==> config.mk <==
export PLATFORM = sky130hd
export DESIGN_NAME = id_scoreboard_flat
export DESIGN_NICKNAME = d
export VERILOG_FILES = /design/src/rtl/id_scoreboard_pkg.sv /design/src/rtl/id_scoreboard_if.sv /design/src/rtl/id_fwd_mux.sv /design/src/rtl/id_scoreboard.sv /design/src/flat_wrapper.sv
export SDC_FILE = /design/constraint.sdc
export NUM_CORES = 1
export LEC_CHECK = 0
export BUFFER_PORTS_ARGS = -buffer_cell sky130_fd_sc_hd__buf_2
export CAP_MARGIN = 15
export CORE_AREA = 2 2 145 118
export CTS_BUF_LIST = sky130_fd_sc_hd__clkbuf_2 sky130_fd_sc_hd__clkbuf_4 sky130_fd_sc_hd__clkbuf_8
export DETAILED_ROUTE_END_ITERATION = 8
export DIE_AREA = 0 0 147 120
export HOLD_SLACK_MARGIN = 0.1
export SETUP_SLACK_MARGIN = 0.2
export SKIP_LAST_GASP = 1
export SLEW_MARGIN = 20
export SYNTH_ARGS = -nofsm -noshare
export SYNTH_HDL_FRONTEND = slang
export SYNTH_SLANG_ARGS = --single-unit
==> constraint.sdc <==
create_clock -name clk_i -period 2.4 [get_ports clk_i]
set_clock_uncertainty 0.2 [all_clocks]
set_input_delay 0.12 -clock clk_i [delete_from_list [all_inputs] [get_ports clk_i]]
set_output_delay 0.12 -clock clk_i [all_outputs]
set_load 0.01 [all_outputs]
==> src/rtl/id_scoreboard_pkg.sv <==
// Shared constants and helpers for the ID-stage scoreboard / forwarding block.
package id_scoreboard_pkg;
  localparam int   ZERO_REG     = 0;
  localparam logic READ_ENABLE  = 1'b1;
  localparam logic WRITE_ENABLE = 1'b1;
  localparam int   ID_FWD_MAX   = 8;

  typedef enum logic [1:0] {WR_NONE, WR_LOAD, WR_DIV} wr_kind_e;

  function automatic int max_int(input int a, input int b);
    return (a > b) ? a : b;
  endfunction
endpackage

==> src/rtl/id_scoreboard_if.sv <==
// ID-stage issue / operand / forwarding bundle between the decoder (master) and the scoreboard (slave).
interface id_scoreboard_if #(
  parameter int RADDR_WIDTH = 5,
  parameter int RDATA_WIDTH = 32,
  parameter int NUM_FWD     = 2
);
  logic                           issue_valid_i;
  logic                           flush_i;
  logic                           issue_we_i;
  logic [RADDR_WIDTH-1:0]         issue_rd_i;
  logic                           issue_is_load_i;
  logic                           issue_is_div_i;
  logic [RADDR_WIDTH-1:0]         rs1_i, rs2_i;
  logic                           rs1_re_i, rs2_re_i;
  logic [RDATA_WIDTH-1:0]         reg1_rdata_i, reg2_rdata_i;
  logic [NUM_FWD-1:0]             fwd_we_i;
  logic [NUM_FWD*RADDR_WIDTH-1:0] fwd_waddr_i;
  logic [NUM_FWD*RDATA_WIDTH-1:0] fwd_wdata_i;
  logic [RDATA_WIDTH-1:0]         op1_o, op2_o;
  logic                           stallreq_o;
  logic                           busy_o;

  modport master (
    output issue_valid_i, flush_i, issue_we_i, issue_rd_i, issue_is_load_i, issue_is_div_i,
           rs1_i, rs2_i, rs1_re_i, rs2_re_i, reg1_rdata_i, reg2_rdata_i,
           fwd_we_i, fwd_waddr_i, fwd_wdata_i,
    input  op1_o, op2_o, stallreq_o, busy_o
  );
  modport slave (
    input  issue_valid_i, flush_i, issue_we_i, issue_rd_i, issue_is_load_i, issue_is_div_i,
           rs1_i, rs2_i, rs1_re_i, rs2_re_i, reg1_rdata_i, reg2_rdata_i,
           fwd_we_i, fwd_waddr_i, fwd_wdata_i,
    output op1_o, op2_o, stallreq_o, busy_o
  );
endinterface

==> src/rtl/id_fwd_mux.sv <==
// Priority forward mux for one ID operand: lowest-index matching source wins, x0 is never forwarded.
module id_fwd_mux
  import id_scoreboard_pkg::*;
#(
  parameter int RADDR_WIDTH = 5,
  parameter int RDATA_WIDTH = 32,
  parameter int NUM_FWD     = 2
) (
  input  logic                           re_i,
  input  logic [RADDR_WIDTH-1:0]         rs_i,
  input  logic [RDATA_WIDTH-1:0]         rdata_i,
  input  logic [NUM_FWD-1:0]             fwd_we_i,
  input  logic [NUM_FWD*RADDR_WIDTH-1:0] fwd_waddr_i,
  input  logic [NUM_FWD*RDATA_WIDTH-1:0] fwd_wdata_i,
  output logic [RDATA_WIDTH-1:0]         op_o
);
  localparam int NSRC = (NUM_FWD > ID_FWD_MAX) ? ID_FWD_MAX : NUM_FWD;
  localparam logic [RADDR_WIDTH-1:0] X0 = RADDR_WIDTH'(ZERO_REG);

  // Walk oldest to youngest so the youngest match is the last assignment.
  always_comb begin
    op_o = rdata_i;
    if (re_i == READ_ENABLE && rs_i != X0) begin
      for (int k = NSRC - 1; k >= 0; k--) begin
        if (fwd_we_i[k] == WRITE_ENABLE && fwd_waddr_i[k*RADDR_WIDTH +: RADDR_WIDTH] == rs_i)
          op_o = fwd_wdata_i[k*RDATA_WIDTH +: RDATA_WIDTH];
      end
    end
  end
endmodule

==> src/rtl/id_scoreboard.sv <==
// ID-stage scoreboard: per-register countdown of in-flight loads (and divides with
// ID_SCOREBOARD_DIV_EN), stall request on pending reads, and per-operand forward muxes.
module id_scoreboard
  import id_scoreboard_pkg::*;
#(
  parameter int RADDR_WIDTH = 5,
  parameter int RDATA_WIDTH = 32,
  parameter int NUM_FWD     = 2,
  parameter int LOAD_LAT    = 1,
  parameter int DIV_LAT     = 32
) (
  input logic            clk_i,
  input logic            rst_i,
  id_scoreboard_if.slave sb
);
  localparam int NREG = 2**RADDR_WIDTH;
`ifdef ID_SCOREBOARD_DIV_EN
  localparam int MAX_LAT = max_int(LOAD_LAT, DIV_LAT);
`else
  localparam int MAX_LAT = LOAD_LAT;
`endif
  localparam int CNT_W = $clog2(MAX_LAT + 1);
  localparam logic [RADDR_WIDTH-1:0] X0 = RADDR_WIDTH'(ZERO_REG);

  logic [NREG-1:0][CNT_W-1:0] cnt_q, cnt_d;
  logic     rs1_pend, rs2_pend, div_haz, accept, set_en;
  wr_kind_e kind;

  assign rs1_pend = (sb.rs1_re_i == READ_ENABLE) && (sb.rs1_i != X0) && (cnt_q[sb.rs1_i] != '0);
  assign rs2_pend = (sb.rs2_re_i == READ_ENABLE) && (sb.rs2_i != X0) && (cnt_q[sb.rs2_i] != '0);

  assign sb.stallreq_o = rs1_pend | rs2_pend | div_haz;
  assign sb.busy_o     = |cnt_q;
  assign accept        = sb.issue_valid_i & ~sb.stallreq_o & ~sb.flush_i & ~rst_i;
  assign set_en        = accept && (sb.issue_we_i == WRITE_ENABLE) && (sb.issue_rd_i != X0);

  always_comb begin
    kind = WR_NONE;
`ifdef ID_SCOREBOARD_DIV_EN
    if (sb.issue_is_div_i)       kind = WR_DIV;
    else if (sb.issue_is_load_i) kind = WR_LOAD;
`else
    if (sb.issue_is_load_i)      kind = WR_LOAD;
`endif
  end

  // A new set on the issuing rd takes precedence over that entry's decrement.
  always_comb begin
    for (int r = 0; r < NREG; r++)
      cnt_d[r] = (cnt_q[r] != '0) ? cnt_q[r] - CNT_W'(1) : '0;
    if (set_en && kind == WR_LOAD) cnt_d[sb.issue_rd_i] = CNT_W'(LOAD_LAT);
`ifdef ID_SCOREBOARD_DIV_EN
    if (set_en && kind == WR_DIV)  cnt_d[sb.issue_rd_i] = CNT_W'(DIV_LAT);
`endif
  end

  always_ff @(posedge clk_i) begin
    if (rst_i) cnt_q <= '0;
    else       cnt_q <= cnt_d;
  end

`ifdef ID_SCOREBOARD_DIV_EN
  // Div tag mirrors "counter belongs to a divide" and drops with the counter reaching 0.
  logic [NREG-1:0] div_q, div_d;

  assign div_haz = sb.issue_valid_i & sb.issue_is_div_i & (|div_q);

  always_comb begin
    for (int r = 0; r < NREG; r++)
      div_d[r] = div_q[r] & (cnt_q[r] > CNT_W'(1));
    if (set_en && kind != WR_NONE) div_d[sb.issue_rd_i] = (kind == WR_DIV);
  end

  always_ff @(posedge clk_i) begin
    if (rst_i) div_q <= '0;
    else       div_q <= div_d;
  end
`else
  logic unused_div;
  assign unused_div = sb.issue_is_div_i ^ (DIV_LAT == 0);
  assign div_haz    = 1'b0;
`endif

  id_fwd_mux #(.RADDR_WIDTH(RADDR_WIDTH), .RDATA_WIDTH(RDATA_WIDTH), .NUM_FWD(NUM_FWD)) u_op1 (
    .re_i(sb.rs1_re_i), .rs_i(sb.rs1_i), .rdata_i(sb.reg1_rdata_i),
    .fwd_we_i(sb.fwd_we_i), .fwd_waddr_i(sb.fwd_waddr_i), .fwd_wdata_i(sb.fwd_wdata_i),
    .op_o(sb.op1_o)
  );

  id_fwd_mux #(.RADDR_WIDTH(RADDR_WIDTH), .RDATA_WIDTH(RDATA_WIDTH), .NUM_FWD(NUM_FWD)) u_op2 (
    .re_i(sb.rs2_re_i), .rs_i(sb.rs2_i), .rdata_i(sb.reg2_rdata_i),
    .fwd_we_i(sb.fwd_we_i), .fwd_waddr_i(sb.fwd_waddr_i), .fwd_wdata_i(sb.fwd_wdata_i),
    .op_o(sb.op2_o)
  );
endmodule

==> src/flat_wrapper.sv <==
// flat-port wrapper written by rule: the top's interface ports become plain ports
module id_scoreboard_flat import id_scoreboard_pkg::*;
#(
  parameter int RADDR_WIDTH = 5,
  parameter int RDATA_WIDTH = 32,
  parameter int NUM_FWD     = 2,
  parameter int LOAD_LAT    = 1,
  parameter int DIV_LAT     = 32
)
  (clk_i, rst_i, sb_issue_valid_i, sb_flush_i, sb_issue_we_i, sb_issue_rd_i, sb_issue_is_load_i, sb_issue_is_div_i, sb_rs1_i, sb_rs2_i, sb_rs1_re_i, sb_rs2_re_i, sb_reg1_rdata_i, sb_reg2_rdata_i, sb_fwd_we_i, sb_fwd_waddr_i, sb_fwd_wdata_i, sb_op1_o, sb_op2_o, sb_stallreq_o, sb_busy_o);
  id_scoreboard_if #(.RADDR_WIDTH(RADDR_WIDTH), .RDATA_WIDTH(RDATA_WIDTH), .NUM_FWD(NUM_FWD)) sb_i ();
  input logic clk_i;
  input logic rst_i;
  input wire logic [$bits(sb_i.issue_valid_i)-1:0] sb_issue_valid_i;
  input wire logic [$bits(sb_i.flush_i)-1:0] sb_flush_i;
  input wire logic [$bits(sb_i.issue_we_i)-1:0] sb_issue_we_i;
  input wire logic [$bits(sb_i.issue_rd_i)-1:0] sb_issue_rd_i;
  input wire logic [$bits(sb_i.issue_is_load_i)-1:0] sb_issue_is_load_i;
  input wire logic [$bits(sb_i.issue_is_div_i)-1:0] sb_issue_is_div_i;
  input wire logic [$bits(sb_i.rs1_i)-1:0] sb_rs1_i;
  input wire logic [$bits(sb_i.rs2_i)-1:0] sb_rs2_i;
  input wire logic [$bits(sb_i.rs1_re_i)-1:0] sb_rs1_re_i;
  input wire logic [$bits(sb_i.rs2_re_i)-1:0] sb_rs2_re_i;
  input wire logic [$bits(sb_i.reg1_rdata_i)-1:0] sb_reg1_rdata_i;
  input wire logic [$bits(sb_i.reg2_rdata_i)-1:0] sb_reg2_rdata_i;
  input wire logic [$bits(sb_i.fwd_we_i)-1:0] sb_fwd_we_i;
  input wire logic [$bits(sb_i.fwd_waddr_i)-1:0] sb_fwd_waddr_i;
  input wire logic [$bits(sb_i.fwd_wdata_i)-1:0] sb_fwd_wdata_i;
  output wire logic [$bits(sb_i.op1_o)-1:0] sb_op1_o;
  output wire logic [$bits(sb_i.op2_o)-1:0] sb_op2_o;
  output wire logic [$bits(sb_i.stallreq_o)-1:0] sb_stallreq_o;
  output wire logic [$bits(sb_i.busy_o)-1:0] sb_busy_o;
  assign sb_i.issue_valid_i = sb_issue_valid_i;
  assign sb_i.flush_i = sb_flush_i;
  assign sb_i.issue_we_i = sb_issue_we_i;
  assign sb_i.issue_rd_i = sb_issue_rd_i;
  assign sb_i.issue_is_load_i = sb_issue_is_load_i;
  assign sb_i.issue_is_div_i = sb_issue_is_div_i;
  assign sb_i.rs1_i = sb_rs1_i;
  assign sb_i.rs2_i = sb_rs2_i;
  assign sb_i.rs1_re_i = sb_rs1_re_i;
  assign sb_i.rs2_re_i = sb_rs2_re_i;
  assign sb_i.reg1_rdata_i = sb_reg1_rdata_i;
  assign sb_i.reg2_rdata_i = sb_reg2_rdata_i;
  assign sb_i.fwd_we_i = sb_fwd_we_i;
  assign sb_i.fwd_waddr_i = sb_fwd_waddr_i;
  assign sb_i.fwd_wdata_i = sb_fwd_wdata_i;
  assign sb_op1_o = sb_i.op1_o;
  assign sb_op2_o = sb_i.op2_o;
  assign sb_stallreq_o = sb_i.stallreq_o;
  assign sb_busy_o = sb_i.busy_o;
  id_scoreboard #(.RADDR_WIDTH(RADDR_WIDTH), .RDATA_WIDTH(RDATA_WIDTH), .NUM_FWD(NUM_FWD), .LOAD_LAT(LOAD_LAT), .DIV_LAT(DIV_LAT)) u_core (.clk_i(clk_i), .rst_i(rst_i), .sb(sb_i));
endmodule
==> key figures <==
Setup path
  • Worst R2R Path Depth: 6
  • Reg-to-reg setup timing slack: 0.13 ns
  • Worst R2R Start: u_core.cnt_q[23]
  • Worst R2R End: u_core.cnt_q[20]
  • Critical-path cell list: mux4_2, mux4_2, nor2_4, a211oi_4, or2_4, buf_6
  • Critical path peak fanout: 3
  • Startpoint types: flop
  • Crit end category: output pin
  • WP data arrival: 2.13 ns
  • CP max-delay cell: mux4_2
  • CP peak stage delay: 0.51 ns
  • CP Launch Point: u_core.cnt_q[23]
  • Req. time, crit path: 2.08 ns
  • CP most frequent cell: mux4_2
  • CP Class: reg -> out

Run status
  • Failing checks: negative setup slack
  • Status: finished, violations left

Logic synthesis
  • Sequential share of the synthesized area: 16.10%
  • Mux share of post-synthesis cell area: 11.51%
  • Area fraction in compound gates after synthesis: 28.18%
  • Post-Synth Simple-Gate Area: 31.07%
  • Seq cells post-synth: 32
  • Syn Nets: 607
  • Mapped Avg Cell Area: 8.982 µm²
  • Main combinational cell family by area after synthesis: simple AND/OR/NAND/NOR gates
  • Syn Std Cell Area: 0.003979 mm²
  • Post-Synth XOR/XNOR Area: 4.403%
  • Netlist cell types: 40
  • Cells after Synth: 443
  • Synth Area in Adders: 0%
  • Warnings, synthesis: 0

Timing
  • Number of hold violations in the final report: 0
  • Worst-Margin Slew: 0.6767 ns
  • Final WS setup: -0.05459 ns
  • Final setup fails: 1
  • Hold_ws: 0.2749 ns
  • Max Slew Vio Count: 0
  • Post-layout min period: 2.455 ns
  • Final critical-path share of the clock period: 102.3%
  • RSZ-0062 raised after global routing: true
  • Max Freq: 0.4074 GHz
  • Slew margin rel.: 54.79%

Clock network
  • Clk_lat worst skew: 0.28 ns
  • H-Tree Depth: 2
  • Clock transition at the registers of the reported paths: 0.06 ns
  • Clk buf depth: 2
  • CTS tree: done
  • Clock sink count: 32
  • CTS Buf Count: 5
  • Root Driver: clkbuf_8

Drt
  • Routed vias/inst: 5.479
  • Drt initial violations: 353
  • Routed vias: 4887
  • DRC violations left: 0
  • DRT Pass-1 Iters: 5
  • Post-Route WL: 17720 µm
  • Detail Route Antenna Nets: 0
  • Drt wl/cell: 19.87 µm

Floorplanning
  • I/O pin total: 230
  • Die area: 0.01764 mm²
  • Rows: 42
  • Core area: 0.01629 mm²
  • Die Wd: 147 µm
  • Die height: 120 µm
  • Starting Density: 24.42%

Final layout
  • Largest regs: u_core.cnt_q: 32 flops
  • Register with the most flip-flops: u_core.cnt_q
  • ANT cells: 0
  • Final Non-Filler Cells: 892
  • Max reg flops: 32
  • Share of post-route cells with drive strength above 1: 55.51%
  • Area delta synth->final: 50.75%
  • Final #Nets: 835

Power
  • Pwr/cell area: 283.1 mW/mm²
  • Worst vdd ir: 0.2280 mV
  • Leak: 2.552 nW

Placement
  • Detailed-placement wirelength estimate: 12740 µm
  • Placer congestion estimate: 0.8407
  • Port Buf Inserts: 228
  • Cells after DPL: 859

Global route
  • Vias in the first global route: 4399
  • Overall routing resource usage: 17.99%
  • Grt total ovfl: 0
  • First-pass GRT wire length: 25560 µm
  • Largest net degree at the start of global routing: 33
  • Antenna violations before repair: 1

Worst hold path
  • Hold depth: 5
  • Worst min path class: in -> reg
  • Hold Path Sink: u_core.cnt_q[3]
  • HP Start: sb_issue_valid_i

Flow run
  • Max_cap viols: 0
-- cells in the final DEF, fill, tap and decap left out, types with 4 or more instances in the layout --
master	Yosys	routed
dfxtp_2	0	5
o31ai_1	64	52
nor3_2	30	30
buf_4	2	34
o31ai_2	0	11
buf_2	14	221
xor2_1	16	14
clkbuf_8	0	6
nor4_1	10	8
mux4_1	8	4
nand3b_1	64	64
a2bb2oi_1	64	60
buf_6	8	5
dlygate4sd3_1	3	6
xnor2_1	4	4
nand3_1	33	31
dfxtp_1	32	27
a2bb2oi_2	0	4
buf_12	0	6
mux4_2	10	14
clkbuf_16	0	4
-- kinds of logic after synthesis --
group / Yosys count
other cells: 1
buf+inv: 59
simple gates: 173
mux: 20
xor+xnor: 20
compound gates: 138
flops: 32
-- where the power goes --
part	total (W)	switching, W	internal [W]
registers	0.000534	0.00000113	0.000532
logic	0.000724	0.000381	0.000343
clock network	0.000441	0.000185	0.000256
total	0.00170	0.000567	0.00113
-- Yosys cell counts, drive strengths merged --
cell | count | area (µm²)
nand4 | 2 | 12.51
buf | 24 | 175.2
xor2 | 16 | 140.1
and4 | 1 | 8.760
and2 | 5 | 31.28
nand3b | 64 | 480.5
nor4 | 12 | 87.58
dfxtp | 32 | 640.6
nor3b | 3 | 22.52
a2bb2oi | 64 | 560.5
clkdlybuf4s25 | 3 | 30.03
and3 | 1 | 6.260
conb | 1 | 3.750
dlygate4sd3 | 3 | 30.03
nor3 | 32 | 310.3
o21a | 2 | 15.01
nor2 | 5 | 21.27
mux2 | 2 | 22.52
and2b | 1 | 7.510
mux4 | 18 | 435.4
a21boi | 2 | 15.01
and3b | 2 | 17.52
clkbuf | 29 | 108.9
nand3 | 33 | 165.2
nor2b | 3 | 18.77
o21ai | 2 | 10.01
o31ai | 64 | 480.5
a211oi | 4 | 40.03
or2 | 2 | 12.51
or4 | 2 | 15.01
xnor2 | 4 | 35.03
nand2 | 5 | 18.77
-- timing repair --
item | 4_1_cts | 5_1_grt
buffers inserted | 1 | 12
setup endpoints to repair | 35 | 95
hold endpoints to repair | 22 | 0
gates cloned | 2 | 4
pin swaps | 5 | 11
hold buffers | 6 | 0
gates resized for setup | 16 | 57
-- area by class of cell --
cell class / count / area (µm²)
Tap cell: 220 / 275.3
Fill cell: 1703 / 10290
Timing Repair Buffer: 280 / 1775
Sequential cell: 32 / 646.9
Clock buffer: 8 / 97.59
Multi-Input combinational cell: 352 / 3203
-- worst max-delay path, delay by kind of cell (launching register included) --
kind | cells | cell delay [ns]
muxes | 2 | 0.97
and+or+nand+nor | 2 | 0.38
DFF | 1 | 0.34
buffers and inverters | 1 | 0.12
AOI/OAI and AO/OA | 1 | 0.04
-- worst max path at each step --
stage | endpoint | slack, ns | cells past startpoint
floorplan | sb_op2_o[0] | 0.31 | 8
global placement | sb_stallreq_o | 0.03 | 7
detailed placement | u_core.cnt_q[29] | 0.01 | 7
CTS | sb_stallreq_o | -0.08 | 6
global route | sb_stallreq_o | -0.09 | 7
finish | sb_stallreq_o | -0.05 | 6
-- metal layers --
layer	wire, µm	vias up	part of all wire, %	global-route usage (%)
met2	8314	245	47	29.17
met1	7836	2366	44	25.71
met4	317	2	1.8	3.606
met5	13	-	0.073	0
met3	1241	34	7.0	2.357
li1	-	2240	-	-
-- stage by stage --
step	area, µm²	setup slack [ns]	power [W]	util [%]	TNS, ns
finish	5998	-0.05459	0.001698	36.82	-0.05459
global route	5998	-0.09335	0.001772	36.82	-0.09335
CTS	5619	-0.07812	0.001650	34.49	-0.07812
detailed placement	5356	0.009549	0.001189	32.88	0
global placement	5356	0.03185	0.001187	32.88	0
floorplan	3979	0.3090	0.0008860	-	0
Note: power is estimated with default switching activity, not from simulation.
